$ cat src/rtl/disp_sched.sv
// Display scheduler: walks the six clock modes, picks the display word, blinks the
// field under edit and lets alarm/countdown events take over the hex8 display.
module disp_sched #(
    parameter int MCNT_BLINK   = 25_000_000-1,
    parameter int MCNT_S       = 50_000_000-1,
    parameter int ALARM_HOLD_S = 10
) (
    input  logic        Clk,
    input  logic        Reset,
    input  logic        Mode_key,
    input  logic        Field_key,
    input  logic        Ack_key,
    input  logic        Alarm_hit,
    input  logic        Countdown_done,
    input  logic [31:0] Clock_data,
    input  logic [31:0] Calendar_data,
    input  logic [31:0] Alarm_data,
    input  logic [31:0] Countdown_data,
    output logic [31:0] Disp_Data,
    output logic [2:0]  Mode,
    output logic        Edit_en,
    output logic [1:0]  Edit_field,
    output logic        Ring
);

    localparam int BW = (MCNT_BLINK > 0) ? $clog2(MCNT_BLINK + 1) : 1;
    localparam int PW = (MCNT_S > 0) ? $clog2(MCNT_S + 1) : 1;
    localparam int HW = (ALARM_HOLD_S > 1) ? $clog2(ALARM_HOLD_S) : 1;

    localparam logic [BW-1:0] BLINK_LAST = BW'(MCNT_BLINK);
    localparam logic [PW-1:0] PRE_LAST   = PW'(MCNT_S);
    localparam logic [HW-1:0] HOLD_LAST  = HW'(ALARM_HOLD_S - 1);

    typedef enum logic [2:0] {
        M_CLOCK      = 3'd0,
        M_CLOCK_C    = 3'd1,
        M_CALENDAR   = 3'd2,
        M_CALENDAR_C = 3'd3,
        M_ALARM      = 3'd4,
        M_COUNTER_D  = 3'd5
    } mode_t;

    mode_t          r_mode, w_mode_next;
    logic [1:0]     r_field, w_field_next;
    logic           r_ring, w_ring_next;
    logic           r_src_alarm, w_src_alarm_next;
    logic [BW-1:0]  r_blink, w_blink_next;
    logic           r_phase, w_phase_next;
    logic [PW-1:0]  r_pre, w_pre_next;
    logic [HW-1:0]  r_hold, w_hold_next;
    logic [31:0]    r_disp, w_disp_next;

    logic           w_hit, w_edit_mode, w_mode_acc, w_field_acc;
    logic           w_pre_wrap, w_hold_done;
    logic [31:0]    w_src_word;

    // Keys are swallowed while ringing and on the cycle a hit arrives.
    assign w_hit       = Alarm_hit | Countdown_done;
    assign w_edit_mode = (r_mode == M_CLOCK_C) || (r_mode == M_CALENDAR_C) || (r_mode == M_ALARM);
    assign w_mode_acc  = Mode_key & ~r_ring & ~w_hit;
    assign w_field_acc = Field_key & ~Mode_key & ~r_ring & ~w_hit & w_edit_mode;
    assign w_pre_wrap  = (r_pre == PRE_LAST);
    assign w_hold_done = r_ring & w_pre_wrap & (r_hold == HOLD_LAST);

    always_comb begin
        w_mode_next  = r_mode;
        w_field_next = r_field;
        case (r_mode)
            M_CLOCK:      if (w_mode_acc) w_mode_next = M_CLOCK_C;
            M_CLOCK_C:    if (w_mode_acc) w_mode_next = M_CALENDAR;
            M_CALENDAR:   if (w_mode_acc) w_mode_next = M_CALENDAR_C;
            M_CALENDAR_C: if (w_mode_acc) w_mode_next = M_ALARM;
            M_ALARM:      if (w_mode_acc) w_mode_next = M_COUNTER_D;
            M_COUNTER_D:  if (w_mode_acc) w_mode_next = M_CLOCK;
            default:      w_mode_next = M_CLOCK;
        endcase
        if (w_mode_next != r_mode) begin
            w_field_next = 2'd0;
        end else if (w_field_acc) begin
            w_field_next = (r_field >= 2'd2) ? 2'd0 : r_field + 2'd1;
        end
    end

    always_comb begin
        w_ring_next      = r_ring;
        w_src_alarm_next = r_src_alarm;
        w_pre_next       = r_pre;
        w_hold_next      = r_hold;
        if (w_hit) begin
            w_ring_next      = 1'b1;
            w_src_alarm_next = Alarm_hit;
            w_pre_next       = '0;
            w_hold_next      = '0;
        end else if (r_ring) begin
            if (Ack_key || w_hold_done) begin
                w_ring_next = 1'b0;
                w_pre_next  = '0;
                w_hold_next = '0;
            end else if (w_pre_wrap) begin
                w_pre_next  = '0;
                w_hold_next = r_hold + HW'(1);
            end else begin
                w_pre_next  = r_pre + PW'(1);
            end
        end
    end

    // Restarting the blink on any accepted key keeps the edited field visible at once.
    always_comb begin
        w_blink_next = r_blink + BW'(1);
        w_phase_next = r_phase;
        if (w_mode_acc || w_field_acc || (w_hit && !r_ring)) begin
            w_blink_next = '0;
            w_phase_next = 1'b0;
        end else if (r_blink == BLINK_LAST) begin
            w_blink_next = '0;
            w_phase_next = ~r_phase;
        end
    end

    always_comb begin
        case (r_mode)
            M_CLOCK, M_CLOCK_C:       w_src_word = Clock_data;
            M_CALENDAR, M_CALENDAR_C: w_src_word = Calendar_data;
            M_ALARM:                  w_src_word = Alarm_data;
            default:                  w_src_word = Countdown_data;
        endcase
        w_disp_next = w_src_word;
        if (r_ring) begin
            if (r_phase) w_disp_next = 32'hFFFF_FFFF;
            else         w_disp_next = r_src_alarm ? Alarm_data : Countdown_data;
        end else if (Edit_en && r_phase) begin
            case (r_field)
                2'd0:    w_disp_next[31:24] = 8'hFF;
                2'd1:    w_disp_next[19:12] = 8'hFF;
                2'd2:    w_disp_next[7:0]   = 8'hFF;
                default: w_disp_next = w_src_word;
            endcase
        end
    end

    always_ff @(posedge Clk) begin
        if (Reset) begin
            r_mode      <= M_CLOCK;
            r_field     <= 2'd0;
            r_ring      <= 1'b0;
            r_src_alarm <= 1'b0;
            r_blink     <= '0;
            r_phase     <= 1'b0;
            r_pre       <= '0;
            r_hold      <= '0;
            r_disp      <= 32'd0;
        end else begin
            r_mode      <= w_mode_next;
            r_field     <= w_field_next;
            r_ring      <= w_ring_next;
            r_src_alarm <= w_src_alarm_next;
            r_blink     <= w_blink_next;
            r_phase     <= w_phase_next;
            r_pre       <= w_pre_next;
            r_hold      <= w_hold_next;
            r_disp      <= w_disp_next;
        end
    end

    assign Disp_Data  = r_disp;
    assign Mode       = r_mode;
    assign Edit_field = r_field;
    assign Ring       = r_ring;
    assign Edit_en    = w_edit_mode & ~r_ring;

endmodule

$ cat config.mk
export PLATFORM = sky130hd
export DESIGN_NAME = disp_sched
export DESIGN_NICKNAME = d
export VERILOG_FILES = /design/src/rtl/disp_sched.sv
export SDC_FILE = /design/constraint.sdc
export NUM_CORES = 1
export LEC_CHECK = 0
export CORE_MARGIN = 1
export CORE_UTILIZATION = 25
export CTS_CLUSTER_SIZE = 30
export DETAILED_ROUTE_END_ITERATION = 8
export GPL_TIMING_DRIVEN = 1
export HOLD_SLACK_MARGIN = 0.15
export PLACE_DENSITY = 0.54
export REMOVE_ABC_BUFFERS = 1
export SLEW_MARGIN = 20
export SYNTH_ARGS = -nofsm -noshare
export SYNTH_HDL_FRONTEND = slang
export SYNTH_SLANG_ARGS = --single-unit
$ cat constraint.sdc
create_clock -name Clk -period 2.67 [get_ports Clk]
set_input_delay 0.4005 -clock Clk [delete_from_list [all_inputs] [get_ports Clk]]
set_output_delay 0.4005 -clock Clk [all_outputs]
set_load 0.005 [all_outputs]
# Word-level counts from Yosys, hierarchy flattened
# Index checks and enable logic that the tools add are counted.
[classes]
order_cmp = 1
n_bitwise = 14
eq_ne = 11
n_addsub = 4
n_mux = 23
reduce_logical = 18
[ops]
columns = ["operator", "n"]
rows = [
  ["32-bit 2-to-1 mux", 4],
  ["32-bit one-hot mux with 3 select lines", 1],
  ["26-bit 2-to-1 mux", 2],
  ["26-bit by 1-bit adder with 26-bit output, second input constant", 1],
  ["26-bit equality test, second input constant", 1],
  ["25-bit by 1-bit adder with 25-bit output, second input constant", 1],
  ["25-bit equality test, second input constant", 1],
  ["8-bit 2-to-1 mux", 3],
  ["3-bit 2-to-1 mux", 6],
  ["3-bit one-hot mux with 6 select lines", 1],
  ["2-bit OR reduction", 5],
  ["1-bit AND", 9],
  ["4-bit 2-to-1 mux", 2],
  ["3-bit by 2-bit equality test with 1-bit output, second input constant", 2],
  ["3-bit equality test, second input constant", 2],
  ["1-bit logical OR", 5],
  ["4-bit by 1-bit adder with 4-bit output, second input constant", 1],
  ["4-bit equality test, second input constant", 1],
  ["1-bit inverter", 4],
  ["3-bit by 1-bit equality test with 1-bit output, second input constant", 1],
  ["3-bit logical NOT", 1],
  ["1-bit 2-to-1 mux", 3],
  ["3-bit != test", 1],
  ["3-bit OR reduction", 1],
  ["11 further kinds", 12],
]
[totals]
wordCells = 80
out_inout_bits = 39
regBits = 95
inputBits = 135

# Logic depth before layout (Yosys ltp)
# Gate-level depths: netlist of the first run.
[logic_depth]
word_depth = 8
mapped_depth = 7
depth_no_buf = 6

# Least setup slack after synthesis of the first run
# OpenSTA, ideal clock, no wires.
[synth_timing]
path_type = "register to register"
start = "register r_pre[0]"
end = "register r_pre[20]"
synth_period_minus_slack_ns = 1.879
arrival_time_ns = 1.809
required_time_ns = 2.600
path_slack_ns = 0.791
path_stages_with_launch = 7
setup_ns = 0.070
n_path_buf = 1
cell_sequence = "dfxtp_1 ha_1 nand3_1 or4b_4 buf_2 or3_1 a21oi_1"
[synth_between]
elab_chain_cells = 5
word_cells_on_any_way = 7
classes_between = "1 x add/sub; 1 x eq/ne; 2 x mux; 2 x bitwise; 1 x reduce/logical"
[synth_rtl]
columns = ["element", "line", "source"]
rows = [
  ["start, declared", "49", "logic [PW-1:0] r_pre, w_pre_next;"],
  ["start signal, assigned", "160", "r_pre <= w_pre_next;"],
  ["branches (longest 4 deep; another with 26-bit by 1-bit adder with 26-bit output)", "--", ""],
  ["26-bit 2-to-1 mux *", "95", "if (Ack_key || w_hold_done) begin"],
]
# Mark *: on every way between the ends.
# A chain may end at the register's enable or synchronous reset.

# Worst setup path in the final report of the first run
[layout_timing]
start = "register r_mode[0], in the netlist Mode[0]"
end = "output Edit_en"
[layout_between]
elab_chain_cells = 4
word_cells_on_any_way = 6
classes_between = "3 x eq/ne; 1 x bitwise; 2 x reduce/logical"
[layout_rtl]
columns = ["element", "line", "source"]
rows = [
  ["start, declared", "43", "mode_t r_mode, w_mode_next;"],
  ["start signal, assigned", "154", "r_mode <= w_mode_next;"],
  ["3-bit by 1-bit equality test with 1-bit output or 3-bit by 2-bit equality test with 1-bit output (tied branches)", "59", "assign w_edit_mode = (r_mode == M_CLOCK_C) || (r_mode == M_CALENDAR_C) || (r_mode == M_ALARM);"],
  ["1-bit logical OR", "59", ""],
  ["1-bit logical OR *", "59", ""],
  ["1-bit AND *", "170", "assign Edit_en = w_edit_mode & ~r_ring;"],
  ["end, declared", "21", "output logic Edit_en,"],
]
# Every way passes the cells marked *; elsewhere a longest branch is shown, timed or not.

==> impl_metrics.csv, run 1 <==
group,metric,value,unit
route,first_iter_violations,264,
critical_path,endpoint_kind,"primary output",
global_route,grt_max_degree,60,
timing,fin_ws,321,ps
yosys,synth_top_area_cell,"dfxtp_1",
timing,grt_setup_unrepaired,"no",
floorplan,die_h,151,µm
layout,final_nets,955,
clocking,cts_root_buffer,"clkbuf_16",
critical_path,critical_path_required,2270,ps
global_route,grt_usage,15.2,%
yosys,synth-edff-count,0,
clocking,cts_tree,"yes",
layout,fillers,2211,
placed_design,dpl.cell_count,1085,
floorplan,boundaryPins,174,
timing,worst_pin_slew,867,ps
yosys,synth.top_cell.area_share,34.3,%
job,drv_cap,0,
floorplan,die_w,151,µm
yosys,synth_simple_gate_area_share,26.3,%
yosys,synth_top_family_by_area,"simple AND/OR/NAND/NOR gates",
timing,slew_headroom,41.9,%
route,drt-vias-per-instance,5.03,
pwr,power,3460,µW
timing,finalMaxSlewViolations,0,
clocking,htreeDepth,3,
pwr,worst_ir_drop_vdd,0.252,mV
yosys,seq_area_frac_synth,34.3,%
critical_path,worstPathMaxFanout,7,
clocking,clock-sinks,95,
clocking,cts_buffers,9,
yosys,synth_xor_area_share,3.80,%
layout,antennaDiodeCount,0,
floorplan,fp-row-count,54,
route,dr.pass1.iters,4,
global_route,first_global_vias,4947,
hold_path,hold_class,"reg -> reg",
clocking,ctsResizeCount,0,
clocking,hold_buffers,0,
layout,final_util,36.3,%
global_route,antenna_found_initial,0,
route,wl_per_cell,16.3,µm
pwr,power_leakage,0.00264,µW
outcome,status,"finished, final reports clean",
yosys,synthAdderAreaFrac,0.904,%
timing,fin_crit_sh,88.0,%
timing,setup_viol,0,
clocking,cts_setup_buffers,0,
layout,drive_gt1_share,9.87,%
yosys,synthMuxAreaShare,6.33,%
critical_path,arrival,1950,ps
critical_path,slowest_delay,560,ps
placed_design,gp_congestion,0.811,
yosys,syn_area,0.00554,mm²
placed_design,dp_hpwl,12900,µm
clocking,clk_pin_slew,80,ps
route,drt_wl_total,18000,µm
global_route,grt_pass1_wl,26800,µm
floorplan,dieArea,0.0227,mm²
timing,hold_violations,0,
clocking,insertion_delay,360,ps
pwr,powerDensity,439,mW/mm²
yosys,yosys-top-cells-area,"dfxtp_1, mux2i_1, a211oi_1",
floorplan,core_area,0.0218,mm²
placed_design,place_ws,400,ps
timing,fmax,426,MHz
global_route,overflow,0,
yosys,yosys_register_bits,95,
critical_path,cp_slowest_cell,"clkdlybuf4s50_1",
critical_path,critPathKind,"reg -> out",
timing,fin_crit,2350,ps
yosys,syn-instance-count,666,
yosys,yosysWarnings,0,
critical_path,cp_cell_sequence,"or3b_2 -> a21oi_1 -> clkdlybuf4s50_1",
layout,final_cells,1101,
yosys,synth-compound-area-share,23.3,%
yosys,syn_area_per_cell,8.32,µm²
yosys,synth-main-ff-cell,"dfxtp_1",
timing,finClkSkew,12.8,ps
critical_path,crit_path_start_kind,"flop",
layout,area_growth,42.6,%
yosys,async_reset_ff_share,0,%
floorplan,start_util,25.5,%
yosys,synth_cell_types,55,
route,detail-route-antenna-nets,0,
placed_design,portBuffers,173,
route,drcViolationCount,0,
clocking,clockBufferDepth,2,
route,num_vias,5542,
==> metal layers <==
layer	routed length (µm)	up-vias	track usage [%]
li1	-	2801	-
met1	8430	2580	20.4
met2	7960	146	24.6
met3	1370	15	2.95
met4	221	0	4.45
met5	0	-	0
==> critical path, delay by kind of cell (launching register included) <==
kind                   cells  cell delay, ps
AOI/OAI and AO/OA          1             150
buffers and inverters      1             560
DFF                        1             380
and+or+nand+nor            1             520
==> layout make-up <==
type | instances | area, µm² | share of cell area [%]
well taps | 280 | 350 | 4.44
inverters | 9 | 33.8 | 0.428
clock buffers | 9 | 225 | 2.85
clock inverters | 7 | 91.3 | 1.16
multi-input cells | 505 | 3360 | 42.6
repair buffers | 196 | 1930 | 24.4
flip-flops and latches | 95 | 1910 | 24.1
==> per-stage QoR <==
stage	TNS, ps	cell area [µm²]	hold WS, ps
finish	0	7900	453
global route	0	7900	497
CTS	0	7900	454
detailed placement	0	7580	442
global placement	0	7580	438
floorplan	-15690	5290	424
==> cell usage in the layout (no fill, tap or decap), types with 20 or more instances in the layout <==
cell type / n
nor3_1: 21
mux2i_1: 35
a211oi_1: 45
dfxtp_1: 92
nand3_1: 20
nand2_1: 81
buf_4: 21
nor2b_1: 33
a31o_2: 24
clkdlybuf4s50_1: 173
nor2_1: 21
a221oi_1: 24
a21oi_1: 28
==> power by group <==
| part | switching (µW) | internal, µW | total [µW] |
|---|---|---|---|
| Combinational | 239 | 376 | 615 |
| Sequential | 20.3 | 1460 | 1480 |
| Clock | 683 | 680 | 1360 |
| Total | 943 | 2520 | 3460 |
==> cells by family (layout without fill, tap and decap cells) <==
logic type,after synthesis,after routing
simple gates,264,264
compound gates,178,178
flops,95,95
buf+inv,66,221
mux,35,35
xor+xnor,24,24
fa+ha+maj,4,4
==> state kept, by name, summed over array words and instances, names as in the netlist <==
name,flops
r_blink,25
r_pre,26
Ring,1
r_phase,1
Mode,3
Disp_Data,32
r_hold,4
r_src_alarm,1
Edit_field,2
==> cell usage after synthesis, types with 11 or more instances <==
library cell / n
dfxtp_1: 95
nand2_1: 81
a211oi_1: 45
clkbuf_1: 41
mux2i_1: 35
nor2b_1: 34
a21oi_1: 28
a221oi_1: 24
a31o_2: 24
nor2_1: 22
nor3_1: 21
nand3_1: 20
o21ai_0: 18
nand4_1: 17
xor2_1: 16
or3_1: 15
or4_1: 12
o31ai_1: 11
==> final timing paths <==
kind | startpoint | to | slack [ps] | cells past startpoint
min reg2reg | r_blink[0] | r_blink[0] | 450 | 1
max | Mode[0] | Edit_en | 320 | 3
min | r_blink[0] | r_blink[0] | 450 | 1
max reg2reg | r_pre[0] | r_pre[22] | 520 | 5
Power figures use the tool's default switching activity.
==> run 2, diff against run 1 <==
==> constraint.sdc (replaced) <==
create_clock -name Clk -period 2.69 [get_ports Clk]
set_input_delay 0.4035 -clock Clk [delete_from_list [all_inputs] [get_ports Clk]]
set_output_delay 0.4035 -clock Clk [all_outputs]
set_load 0.005 [all_outputs]
==> run 2 against run 1 <==
- global-route usage rose by 0.22 points
- first-iteration DRC count is 32% higher
- critical path type unchanged
- register-to-register slack got worse by 30 ps
- highest routed layer unchanged
- clock skew about the same
- largest power group unchanged
==> impl_metrics.csv, run 2 (same netlist as run 1, synthesis figures left out) <==
group,metric,value,unit
outcome,status,"finished, final reports clean",
timing,finalMaxSlewViolations,0,
placed_design,place_area,0.00755,mm²
layout,layout_common_cells,"clkdlybuf4s50_1, dfxtp_1, nand2_1",
route,first_iter_violations,348,
clocking,clk_pin_slew,80,ps
global_route,grt_usage,15.4,%
timing,finClkSkew,12.3,ps
global_route,antenna_found_initial,0,
job,drv_cap,0,
pwr,clock_power_share,39.0,%
floorplan,die_w,151,µm
critical_path,arrival,1980,ps
pwr,power_leakage,0.00262,µW
clocking,insertion_delay,360,ps
critical_path,r2r-end,"r_pre[7]",
floorplan,start_util,25.5,%
clocking,cts_tree,"yes",
layout,fillers,2222,
timing,fmax,419,MHz
route,drt_wl_total,18100,µm
hold_path,hold_class,"reg -> reg",
route,wl_per_cell,16.5,µm
route,drt-vias-per-instance,5.04,
timing,hold_violations,0,
timing,grt_setup_unrepaired,"no",
critical_path,reg2reg_slack,490,ps
clocking,ctsResizeCount,0,
layout,final_common_cell,"clkdlybuf4s50_1",
clocking,clockBufferDepth,2,
global_route,overflow,0,
layout,area_growth,42.0,%
clocking,clock-sinks,95,
pwr,power_frac_seq,43.0,%
placed_design,gp_congestion,0.777,
global_route,grt_pass1_wl,27100,µm
placed_design,portBuffers,173,
layout,final_nets,953,
timing,slew_headroom,44.8,%
global_route,grt_max_degree,71,
pwr,power,3420,µW
clocking,hold_buffers,0,
clocking,htreeDepth,3,
pwr,p_int,2490,µW
critical_path,critPathKind,"reg -> out",
timing,setup_viol,0,
floorplan,core_area,0.0218,mm²
critical_path,endpoint_kind,"primary output",
floorplan,die_h,151,µm
critical_path,crit_end,"Mode[2]",
global_route,first_global_vias,4980,
timing,worst_pin_slew,824,ps
pwr,pwr-share-comb,17.9,%
critical_path,worstPathMaxFanout,70,
route,dr.pass1.iters,4,
timing,fin_crit,2390,ps
layout,antennaDiodeCount,0,
pwr,p_switching,926,µW
critical_path,ff2ff_path_depth,5,
critical_path,critical_path_required,2290,ps
clocking,cts_setup_buffers,0,
pwr,worst_ir_drop_vdd,0.234,mV
hold_path,min_path_cells,1,
timing,fin_crit_sh,88.7,%
route,num_vias,5544,
clocking,cts_buffers,9,
critical_path,crit_start,"Mode[2]",
timing,tns,0,ps
floorplan,dieArea,0.0227,mm²
layout,drive_gt1_share,9.65,%
layout,largest_register_ffs,32,
timing,hold_ws,459,ps
floorplan,fp-row-count,54,
layout,final_area,0.00786,mm²
critical_path,crit_path_start_kind,"flop",
route,detail-route-antenna-nets,0,
critical_path,r2r-start,"r_pre[9]",
placed_design,dp_hpwl,12700,µm
clocking,cts_root_buffer,"clkbuf_16",
floorplan,boundaryPins,174,
pwr,powerDensity,434,mW/mm²
route,drcViolationCount,0,
pwr,p_sw_share,27.1,%
[run 2: worst max-delay path, cell delays in order (launching register included)]
cell	delay [ps]
dfxtp_2	330
buf_4	600
clkdlybuf4s50_1	640
[run 2: area by class of cell]
| class | count | area (µm²) | share of cell area (%) |
|---|---|---|---|
| clock inverter | 7 | 85.1 | 1.08 |
| inverter | 9 | 33.8 | 0.430 |
| tap | 280 | 350 | 4.46 |
| sequential | 95 | 1910 | 24.2 |
| clock buffer | 9 | 225 | 2.86 |
| multi-input combinational | 505 | 3360 | 42.7 |
| timing repair buffer | 194 | 1900 | 24.2 |
[run 2: worst min-delay path by stage]
stage | start | to | slack, ps
after floorplan | r_blink[0] | r_blink[0] | 420
after global placement | r_blink[0] | r_blink[0] | 450
after detailed placement | r_blink[0] | r_blink[0] | 450
after CTS | r_blink[0] | r_blink[0] | 460
after global routing | r_blink[0] | r_blink[0] | 500
final | r_blink[0] | r_blink[0] | 460
[run 2: through the flow]
step | setup slack, ps | util (%) | cells
after global routing | 222 | 36.1 | 1099
final | 304 | 36.1 | 1099
after floorplan | -388 | - | 609
after CTS | 274 | 36.1 | 1099
after global placement | 345 | 34.7 | 1083
after detailed placement | 315 | 34.7 | 1083
[run 2: routing by layer]
layer,vias up,routed length (µm),track usage [%]
met5,-,0,0
met4,0,297,5.30
met3,15,1400,3.19
met2,155,7950,25.1
met1,2570,8460,20.2
li1,2804,-,-
[run 2: power by group through the flow]
stage               Clock (µW)  Combinational [µW]  Sequential [µW]
finish                    1330                 612             1470
floorplan                    0                 195             1530
global route              1430                 664             1470
global placement             0                 617             1500
CTS                       1380                 621             1470
detailed placement           0                 618             1500
==> run 3, diff against run 2 <==
--- a/config.mk
+++ b/config.mk
@@ -13,6 +13,7 @@
 export HOLD_SLACK_MARGIN = 0.15
 export PLACE_DENSITY = 0.54
 export REMOVE_ABC_BUFFERS = 1
+export SETUP_SLACK_MARGIN = 0.3
 export SLEW_MARGIN = 20
 export SYNTH_ARGS = -nofsm -noshare
 export SYNTH_HDL_FRONTEND = slang
==> run 3 against run 2 <==
- non-clock buffer count is the same
- clock power is essentially flat
- global-route usage is essentially flat
- sequential share of layout area is essentially flat
- register-to-register slack is essentially flat
- sequential power is essentially flat
- count of clock-buffer cells in the layout is the same
- via count shrank 0.40%
- routed wire length is essentially flat
- clock skew is essentially flat
- power is essentially flat
==> impl_metrics.csv, run 3 (same netlist as run 1, synthesis figures left out) <==
group,metric,value,unit
outcome,status,"finished, final reports clean",
critical_path,worstPathMaxFanout,59,
timing,fin_crit_sh,82.2,%
layout,final_nets,953,
hold_path,min_path_cells,1,
global_route,grt_max_degree,71,
route,drt-vias-per-instance,5.02,
critical_path,crit_path_start_kind,"flop",
clocking,cts_setup_buffers,0,
timing,hold_ws,459,ps
critical_path,r2r-start,"r_pre[9]",
floorplan,start_util,25.5,%
timing,setup_viol,0,
layout,antennaDiodeCount,0,
critical_path,ff2ff_path_depth,5,
layout,area_growth,42.1,%
clocking,cts_root_buffer,"clkbuf_16",
placed_design,portBuffers,173,
job,drv_cap,0,
global_route,antenna_found_initial,0,
timing,fmax,452,MHz
critical_path,critical_path_required,2290,ps
global_route,grt_pass1_wl,27000,µm
placed_design,dp_hpwl,12700,µm
layout,final_util,36.2,%
layout,multi_input_area,0.00336,mm²
clocking,cts_tree,"yes",
layout,layout_common_cells,"clkdlybuf4s50_1, dfxtp_1, nand2_1",
clocking,clockBufferDepth,2,
clocking,hold_buffers,0,
clocking,clk_pin_slew,80,ps
timing,grt_setup_unrepaired,"no",
route,wl_per_cell,16.5,µm
route,drt_wl_total,18100,µm
layout,final_common_cell,"clkdlybuf4s50_1",
placed_design,place_ws,315,ps
global_route,first_global_vias,4969,
layout,largest_register_ffs,32,
floorplan,core_area,0.0218,mm²
clocking,ctsResizeCount,1,
critical_path,r2r-end,"r_pre[7]",
timing,worst_pin_slew,871,ps
pwr,powerDensity,434,mW/mm²
route,first_iter_violations,360,
timing,slew_headroom,41.7,%
timing,hold_violations,0,
layout,final_area,0.00787,mm²
hold_path,hold_class,"reg -> reg",
pwr,power_leakage,0.00264,µW
floorplan,boundaryPins,174,
hold_path,holdPathEnd,"r_blink[0]",
route,dr.pass1.iters,4,
pwr,worst_ir_drop_vdd,0.234,mV
clocking,clock-sinks,95,
timing,finalMaxSlewViolations,0,
layout,drive_gt1_share,9.65,%
floorplan,die_w,151,µm
placed_design,place_area,0.00755,mm²
critical_path,endpoint_kind,"primary output",
floorplan,die_h,151,µm
route,num_vias,5522,
clocking,cts_buffers,9,
critical_path,critPathKind,"reg -> out",
critical_path,arrival,1810,ps
timing,fin_ws,478,ps
route,drcViolationCount,0,
floorplan,dieArea,0.0227,mm²
timing,fin_crit,2210,ps
placed_design,gp_congestion,0.777,
global_route,overflow,0,
layout,fillers,2222,
floorplan,fp-row-count,54,
hold_path,min_from,"r_blink[0]",
timing,finClkSkew,12.3,ps
layout,seqCellArea,0.00191,mm²
critical_path,reg2reg_slack,490,ps
clocking,insertion_delay,360,ps
global_route,grt_usage,15.5,%
clocking,htreeDepth,3,
pwr,power,3420,µW
route,detail-route-antenna-nets,0,
[run 3: metrics by stage]
stage / cells / setup TNS (ps)
global route: 1099 / 0
floorplan: 609 / -14530
detailed placement: 1083 / 0
global placement: 1083 / 0
finish: 1099 / 0
CTS: 1099 / 0
[run 3: how the worst max path moves through the flow]
stage                from           to  slack [ps]
5_1_grt        r_blink[6]  r_blink[22]         360
3_5_place_dp    Alarm_hit  r_blink[24]         310
4_1_cts           Mode[0]      Edit_en         310
2_1_floorplan     Mode[2]  r_blink[10]        -390
3_3_place_gp    Alarm_hit  r_blink[20]         350
6_report          Mode[1]      Mode[1]         480
[run 3: layer usage]
metal / track usage [%] / vias to the layer above / part of all wire (%) / routed length (µm)
met3: 3.22 / 15 / 7.9 / 1420
met1: 20.2 / 2550 / 47 / 8450
met5: 0 / - / 0 / 0
li1: - / 2798 / - / -
met4: 5.15 / 0 / 1.5 / 271
met2: 25.1 / 159 / 44 / 7960
[run 3: final cells by class]
class	instances	share of cell area [%]
Tap cell	280	4.45
Multi-Input combinational cell	505	42.7
Clock inverter	7	1.08
Timing Repair Buffer	194	24.3
Clock buffer	9	2.86
Inverter	9	0.429
Sequential cell	95	24.2
[run 3: where the power goes]
part	total [µW]	switching [µW]	internal, µW
clock	1330	669	665
sequential	1470	16.2	1450
combinational	612	242	370
[run 3: critical path, stage by stage (launching register included)]
cell and delay [ps]:
dfxtp_2 340, buf_4 460, clkdlybuf4s50_1 610
